### src/rtl/pc_pkg.sv
// Shared next-PC mode encodings, used by the PC and by the decoder/control unit.
package pc_pkg;

    localparam int MODE_W = 3;

    localparam logic [MODE_W-1:0] pc_mode_normal = 3'd0;
    localparam logic [MODE_W-1:0] pc_mode_add    = 3'd1;
    localparam logic [MODE_W-1:0] pc_mode_jump   = 3'd2;
    localparam logic [MODE_W-1:0] pc_mode_stop   = 3'd3;

endpackage

### src/rtl/pc.sv
// Program counter: one register fed by a next-value mux/adder.
// The next value is selected by mode; every operation wraps modulo 2^PC_WIDTH.
module pc
    import pc_pkg::*;
#(
    parameter int PC_WIDTH = 8
) (
    input  logic                clk,
    input  logic                reset,
    input  logic [MODE_W-1:0]   mode,
    input  logic [PC_WIDTH-1:0] offset,
    output logic [PC_WIDTH-1:0] pc_out
);

    localparam logic [PC_WIDTH-1:0] ONE = PC_WIDTH'(1);

    logic [PC_WIDTH-1:0] pc_d;
    logic [PC_WIDTH-1:0] pc_q;

    // Stateless next-PC helper. Reserved encodings hold, the same as stop.
    function automatic logic [PC_WIDTH-1:0] pc_next(
        input logic [MODE_W-1:0]   m,
        input logic [PC_WIDTH-1:0] off,
        input logic [PC_WIDTH-1:0] cur
    );
        logic [PC_WIDTH-1:0] nxt;
        nxt = cur;
        case (m)
            pc_mode_normal: nxt = cur + ONE;
            pc_mode_add:    nxt = cur + off;
            pc_mode_jump:   nxt = off;
            default:        nxt = cur;
        endcase
        return nxt;
    endfunction

    always_comb begin
        pc_d = pc_next(mode, offset, pc_q);
    end

    always_ff @(posedge clk or posedge reset) begin
        if (reset) pc_q <= '0;
        else       pc_q <= pc_d;
    end

    assign pc_out = pc_q;

endmodule

### config.mk
export PLATFORM = sky130hd
export DESIGN_NAME = pc
export DESIGN_NICKNAME = d
export VERILOG_FILES = /design/src/rtl/pc_pkg.sv /design/src/rtl/pc.sv
export SDC_FILE = /design/constraint.sdc
export NUM_CORES = 1
export LEC_CHECK = 0
export CAP_MARGIN = 30
export CORE_MARGIN = 5
export CORE_UTILIZATION = 49
export DETAILED_ROUTE_END_ITERATION = 7
export PLACE_DENSITY = 0.92
export SLEW_MARGIN = 10
export SYNTH_ARGS = -nofsm -noshare
export SYNTH_HDL_FRONTEND = slang
export SYNTH_SLANG_ARGS = --single-unit
### constraint.sdc
create_clock -name clk -period 5.23 [get_ports clk]
set_input_delay 1.569 -clock clk [delete_from_list [all_inputs] [get_ports clk]]
set_output_delay 1.569 -clock clk [all_outputs]
set_load 0.01 [all_outputs]
Word-level counts from Yosys, hierarchy flattened
Cells that the tools add are included.
W data, S select, Z words.
{"block": "word_totals", "ff_bits": 8, "input_bits": 13, "output_inout_bits": 8, "elab_cells": 8}
{"block": "classes", "addsub": 2, "eq_ne": 2, "muxes": 1, "n_reduce_logical": 2}
{"cell": "$pmux W8 S3", "n": 1}
{"cell": "$add A8 B1 Y8 const B", "n": 1}
{"cell": "$add A8 B8 Y8", "n": 1}
{"cell": "$eq A3 B1 Y1 const B", "n": 1}
{"cell": "$eq A3 B2 Y1 const B", "n": 1}
{"cell": "$logic_not A3 Y1", "n": 1}
{"cell": "$reduce_bool A3 Y1", "n": 1}

Logic depth before layout (Yosys ltp)
Gate-level depths: netlist of run 1.
{"block": "depth", "word_depth": 2, "ltp_mapped": 11}

Worst setup path after synthesis of run 1
Ideal clock, no wire load.
{"block": "synth_timing", "kind": "in2reg", "from": "input mode[1]", "to": "register pc_q[7], in the netlist pc_out[7]", "arrival_time_ns": 3.350, "t_required_ns": 5.108, "path_slack_ns": 1.758, "path_stages": 10, "path_cell_list": "nor2_1 nand3_1 inv_1 ha_1 a21oi_2 o22ai_1 o41a_1 nor3_2 a31oi_1 o2111a_1"}
{"block": "synth_between", "elab_chain_len": 2, "word_cells_on_any_way": 5, "cone_classes": "eq/ne (2); mux (1); reduce/logical (2)"}
{"element": "start: declaration", "line": "pc.sv:10", "text": "input logic [MODE_W-1:0] mode,"}
{"element": "$eq A3 B2 Y1 (tied with other cells)", "line": "pc.sv:28", "text": "case (m)"}
{"element": "$pmux W8 S3 / $reduce_bool A3 Y1 (equally long branches)"}
{"element": "end signal: assignment", "line": "pc.sv:43", "text": "else pc_q <= pc_d;"}
{"element": "end: declaration", "line": "pc.sv:18", "text": "logic [PC_WIDTH-1:0] pc_q;"}
Several ways; a longest one is shown, not always the timed one.
A chain may end at the register's enable or synchronous reset.

Final worst setup path of run 1
{"block": "layout_timing", "from": "input mode[2]", "to": "register pc_q[7], in the netlist pc_out[7]"}
The elaborated chain is that of the path after synthesis.

==> flow_summary.ini, run 1 <==
[status]
status = complete, no violations

[place]
place_hpwl_um = 1433
gp_routability_congestion = 0.8500
dpl-instance-area_sq_um = 940.9
port_buffers = 20
place_inst = 118

[critical_path]
cp_slowest_stage_delay_ns = 0.53
required_ns = 5.38
cp_max_fo = 10
path_cells = clkdlybuf4s50_1 -> nor2_1 -> nand3_1 -> inv_1 -> ha_1 -> a21oi_2 -> o22ai_1 -> o41a_1 -> mux2i_1 -> nand3_1 -> o2111a_1
arrival_ns = 4.27
crit_slowest_cell = nor2_1
end_kind = flip-flop
startpoint_type = input pin
crit_buf_inv = 2
path_class = input pin to flip-flop
cp_common_cell = nand3_1
path_delay_family = simple AND/OR/NAND/NOR gates
r2r_slack_ns = 3.22

[run]
maxCapViolations = 0

[finish]
insertedDiodeCount = 0
multiInputGateArea_sq_um = 498.0
syn2layout_area_growth_pct = 32.08
largest_register_ffs = 8
drive_above_1_share = 0.07619
design_area_sq_um = 963.4
num-nets-final = 128
fill_cells = 130
final_cell_count_no_fill = 121
regArea_sq_um = 200.2

[clock_network]
insertion_delay_ns = 0.26
cts_tree = built
cts_buffer_depth = 2
cts_sinks = 8
cts_hold_buf = 0
ctsResizeCount = 0
cts_buffers = 3
cts_root_buf = clkbuf_4
htree_levels = 1
post_cts_buffers = 0
clk_pin_slew_ns = 0.06

[grt]
grt.total_usage = 0.1713
overflow = 0
grt_pass1_vias = 772
grt_max_degree = 14
grt_pass1_wl_um = 3263
antenna_found_initial = 0

[synth]
synthCells = 84
synthTopCellsByArea = dfrtp_1 27%, ha_1 12%, and3_1 5.1%, a22oi_1 4.1%, nor2_1 4.1%
yosysTopAreaCell = dfrtp_1
synth-compound-area-share = 0.2316
synth-xor-area-share = 0.02401
ys_warn_count = 0
ys.flop_type = dfrtp_1
synth_cell_type_count = 34
synth_mux_area_frac = 0.02744
synth_top_family_by_area = simple AND/OR/NAND/NOR gates
ys_seq_area_frac = 0.2744
synth_edf_count = 0
yosys_register_bits = 8
yosys.area.top_type_share = 0.2744
syn_area_sq_um = 729.5
synth_top_cells_by_count = 8 x dfrtp_1, 8 x nor2_1, 7 x ha_1
synthesis.nets = 105
avgSynthCellArea_sq_um = 8.684
synth_fa_ha_area_frac = 0.1475
async_reset_ff_frac = 1.000
synthSimpleGateAreaFrac = 0.2521

[routing]
viasPerCell = 6.116
drc = 0
drtPass1Iterations = 4
vias = 740
drt_wl_total_um = 1843
drt_iter0_drc = 26
wl_per_cell_um = 15.23
drtAntennaViolNets = 0

[die]
io_pins = 21
die_height_um = 48.59
initial_core_util = 0.5017
dieArea_sq_um = 2361
die_width_um = 48.59
fp.coreArea_sq_um = 1454
core.rowCount = 14

[timing]
post-route-period-util = 0.7862
worst-slew-pin-transition_ns = 0.6310
skew_ns = 0.001338
setup_violations = 0
relSlewSlack = 0.5778
final_max_slew_viol_count = 0
setup_tns_ns = 0
final-hold-violation-count = 0
final.min_clock_period_ns = 4.112
fmax_ghz = 0.2432
rsz0062_at_grt = no

[pwr]
power_mw = 0.2826
cellPowerDensity_nw_per_um2 = 293.3
peakVddDrop_uv = 147.7
p_leak_nw = 0.4327

[min_path]
hold_path.class = flip-flop to flip-flop
==> layout make-up <==
type / instances / share of cell area
inverter: 6 / 0.02338
tap: 16 / 0.02078
timing repair buffer: 20 / 0.2078
sequential: 8 / 0.2078
clock buffer: 3 / 0.02338
multi-input combinational: 68 / 0.5169
==> layout by cell type (no fill, tap or decap), types with 2 or more instances in the layout <==
cell              n
nor2b_1           2
clkdlybuf4s50_1  20
dfrtp_1           8
a22oi_1           4
mux2i_1           2
clkbuf_4          3
nand3_1           3
xor2_1            2
and3_1            6
nor2_1            8
inv_1             6
nor3b_1           2
a21oi_1           2
a221o_1           2
ha_1              7
a21oi_2           2
nand2_1           5
o21ai_0           5
==> per-layer routing <==
layer | part of all wire | GRT usage | wire length [um] | up-vias
li1 | - | - | - | 357
met1 | 0.42 | 0.1883 | 776 | 362
met2 | 0.52 | 0.3022 | 965 | 18
met3 | 0.042 | 0.05215 | 77 | 3
met4 | 0.013 | 0.06726 | 24 | 0
met5 | 0 | 0 | 0 | -
==> worst paths after layout <==
kind / start / endpoint / depth (start not counted)
min in group asynchronous: reset / pc_out[6] / 2
min reg2reg: pc_out[0] / pc_out[0] / 2
max reg2reg: pc_out[0] / pc_out[6] / 9
min: pc_out[0] / pc_out[0] / 2
max in group asynchronous: reset / pc_out[2] / 2
max: mode[2] / pc_out[7] / 11
==> cells by family (layout without fill, tap and decap cells) <==
group,count (synthesis),after routing
AO/OA/AOI/OAI,23,23
adder cells (fa/ha/maj),8,8
XOR/XNOR,2,2
flip-flops,8,8
buffers and inverters,8,29
AND/OR/NAND/NOR,33,33
multiplexers,2,2
==> per-stage QoR <==
stage	hold slack, ns	util	worst slack [ns]
floorplan	0.5376	-	1.758
global placement	0.5013	0.6472	1.055
CTS	0.5200	0.6627	1.150
detailed placement	0.5036	0.6472	0.8909
global route	0.5471	0.6627	0.9054
finish	0.5157	0.6627	1.118
==> power by group <==
group	internal (mW)	leakage, nW	switching, mW
combinational	0.0749	0.320	0.0628
clock	0.0265	0.0138	0.0242
sequential	0.0782	0.0994	0.0160
==> worst min-delay path, cell delays in order, from the launching register on <==
cell	delay [ns]
dfrtp_1	0.37
nand2_1	0.06
nand2_1	0.06
No activity file was read; power rests on OpenSTA's default activity.
==> run 2: changes to the inputs <==
--- a/config.mk
+++ b/config.mk
@@ -7,9 +7,9 @@
 export LEC_CHECK = 0
 export CAP_MARGIN = 30
 export CORE_MARGIN = 5
-export CORE_UTILIZATION = 49
+export CORE_UTILIZATION = 41
 export DETAILED_ROUTE_END_ITERATION = 7
-export PLACE_DENSITY = 0.92
+export PLACE_DENSITY = 0.83
 export SLEW_MARGIN = 10
 export SYNTH_ARGS = -nofsm -noshare
 export SYNTH_HDL_FRONTEND = slang
==> constraint.sdc (replaced) <==
create_clock -name clk -period 3.6 [get_ports clk]
set_input_delay 1.08 -clock clk [delete_from_list [all_inputs] [get_ports clk]]
set_output_delay 1.08 -clock clk [all_outputs]
set_load 0.01 [all_outputs]
==> run 2 against run 1 <==
Against the previous run: power up 47%; combinational power up 48%; global-route usage down 1.5 points; largest power group unchanged; critical endpoint unchanged; critical path depth up 1; utilization down 7.4 points; final cell count up 11%; routed wire length up 0.38%; clock skew up 0.0029 ns; critical path type unchanged; die area up 15%.
==> flow_summary.ini, run 2 (synthesized netlist as in run 1, its figures left out) <==
[die]
fp.coreArea_sq_um = 1708
die_height_um = 52.18
die_width_um = 52.18
core.rowCount = 15
initial_core_util = 0.4271
io_pins = 21
dieArea_sq_um = 2723

[place]
preCtsSetupSlack_ns = 0.03329
gp_routability_congestion = 0.8350
port_buffers = 20
place_inst = 131
place_hpwl_um = 1419

[critical_path]
required_ns = 3.75
crit_slowest_cell = clkdlybuf4s50_1
path_cells = clkdlybuf4s50_1 -> nor2_1 -> buf_4 -> nand3_1 -> inv_1 -> ha_1 -> a21oi_2 -> o22ai_1 -> o41a_1 -> nor3_2 -> a31oi_1 -> o2111a_1
cp_slowest_stage_delay_ns = 0.53
crit_buf_inv = 3
startpoint_type = input pin
arrival_ns = 3.46
end_kind = flip-flop
worstReg2RegStart = pc_out[1]
path_class = input pin to flip-flop
path_delay_family = compound AO/OA/AOI/OAI gates
crit_start = mode[1]
cp_max_fo = 10

[routing]
vias = 734
drtAntennaViolNets = 0
viasPerCell = 5.478
wl_per_cell_um = 13.81
drt_wl_total_um = 1850
met1Wirelength_um = 837
wl_met3_um = 93
dr.max_layer_used = met4
routed-wl-met2_um = 891
drc = 0
drtPass1Iterations = 4
drt_iter0_drc = 13

[run]
maxCapViolations = 0

[grt]
overflow = 0
grt.total_usage = 0.1565
antenna_found_initial = 0
grt_pass1_vias = 718
grt_max_degree = 11
grt_pass1_wl_um = 3180

[clock_network]
cts_buffers = 3
post_cts_buffers = 0
cts_hold_buf = 0
ctsResizeCount = 0
cts_tree = built
htree_levels = 1
cts_sinks = 8
cts_root_buf = clkbuf_4
cts_buffer_depth = 2
insertion_delay_ns = 0.26
clk_pin_slew_ns = 0.06

[status]
status = complete, no violations

[timing]
relSlewSlack = 0.6344
final_max_slew_viol_count = 0
post-route-period-util = 0.9199
setup_violations = 0
final.min_clock_period_ns = 3.312
worst_slack_ns = 0.2882
rsz0062_at_grt = no
fmax_ghz = 0.3020
setup_tns_ns = 0
final-hold-violation-count = 0
skew_ns = 0.004256
worst-slew-pin-transition_ns = 0.5463

[pwr]
peakVddDrop_uv = 244.0
cellPowerDensity_nw_per_um2 = 412.4
p_leak_nw = 0.4527

[finish]
layout_commonest_cell = clkdlybuf4s50_1
fill_cells = 142
multiInputGateArea_sq_um = 498.0
num-nets-final = 132
regArea_sq_um = 200.2
insertedDiodeCount = 0
drive_above_1_share = 0.1101
syn2layout_area_growth_pct = 37.74
largest_register_ffs = 8
final_cell_count_no_fill = 134
layout_common_cells = 20 x clkdlybuf4s50_1, 8 x nor2_1, 8 x dfrtp_1

[min_path]
hold_path.class = flip-flop to flip-flop
hold_start = pc_out[0]
-- run 2: through the flow --
step | power (mW) | cell area, sq um | hold slack [ns] | utilization
after detailed placement | 0.3415 | 982.2 | 0.5043 | 0.5751
after floorplan | 0.2500 | 729.5 | 0.5376 | -
final | 0.4144 | 1005 | 0.5219 | 0.5883
after global placement | 0.3334 | 982.2 | 0.5029 | 0.5751
after CTS | 0.4172 | 1005 | 0.5215 | 0.5883
after global routing | 0.4509 | 1005 | 0.5291 | 0.5883
-- run 2: metal layers --
metal  GRT usage  up-vias
li1            -      370
met1      0.2007      343
met2      0.2531       17
met3     0.03419        4
met4     0.06383        0
met5           0        -
-- run 2: worst paths after layout --
kind / endpoint / slack (ns) / cells past startpoint
hold reg to reg: pc_out[0] / 0.52 / 2
hold / removal: pc_out[0] / 0.52 / 2
min in group asynchronous: pc_out[7] / 1.07 / 2
max in group asynchronous: pc_out[5] / 2.27 / 2
setup / recovery: pc_out[7] / 0.29 / 12
setup reg to reg: pc_out[7] / 1.63 / 7
-- run 2: cell type report --
type                       instances  share of cell area
clock buffer                       3             0.02242
inverter                           6             0.02242
multi-input combinational         68              0.4956
sequential                         8              0.1993
tap                               25             0.03113
timing repair buffer              24              0.2291
-- run 2: worst min-delay path, delay by kind of cell, from the launching register on --
family	cells	cell delay [ns]
and+or+nand+nor	2	0.12
DFF	1	0.38
-- run 2: power breakdown --
group          internal, mW  switching [mW]  total (mW)
registers             0.114          0.0234       0.137
clock network        0.0385          0.0352      0.0737
logic                 0.112          0.0919       0.204
total                 0.264           0.151       0.414
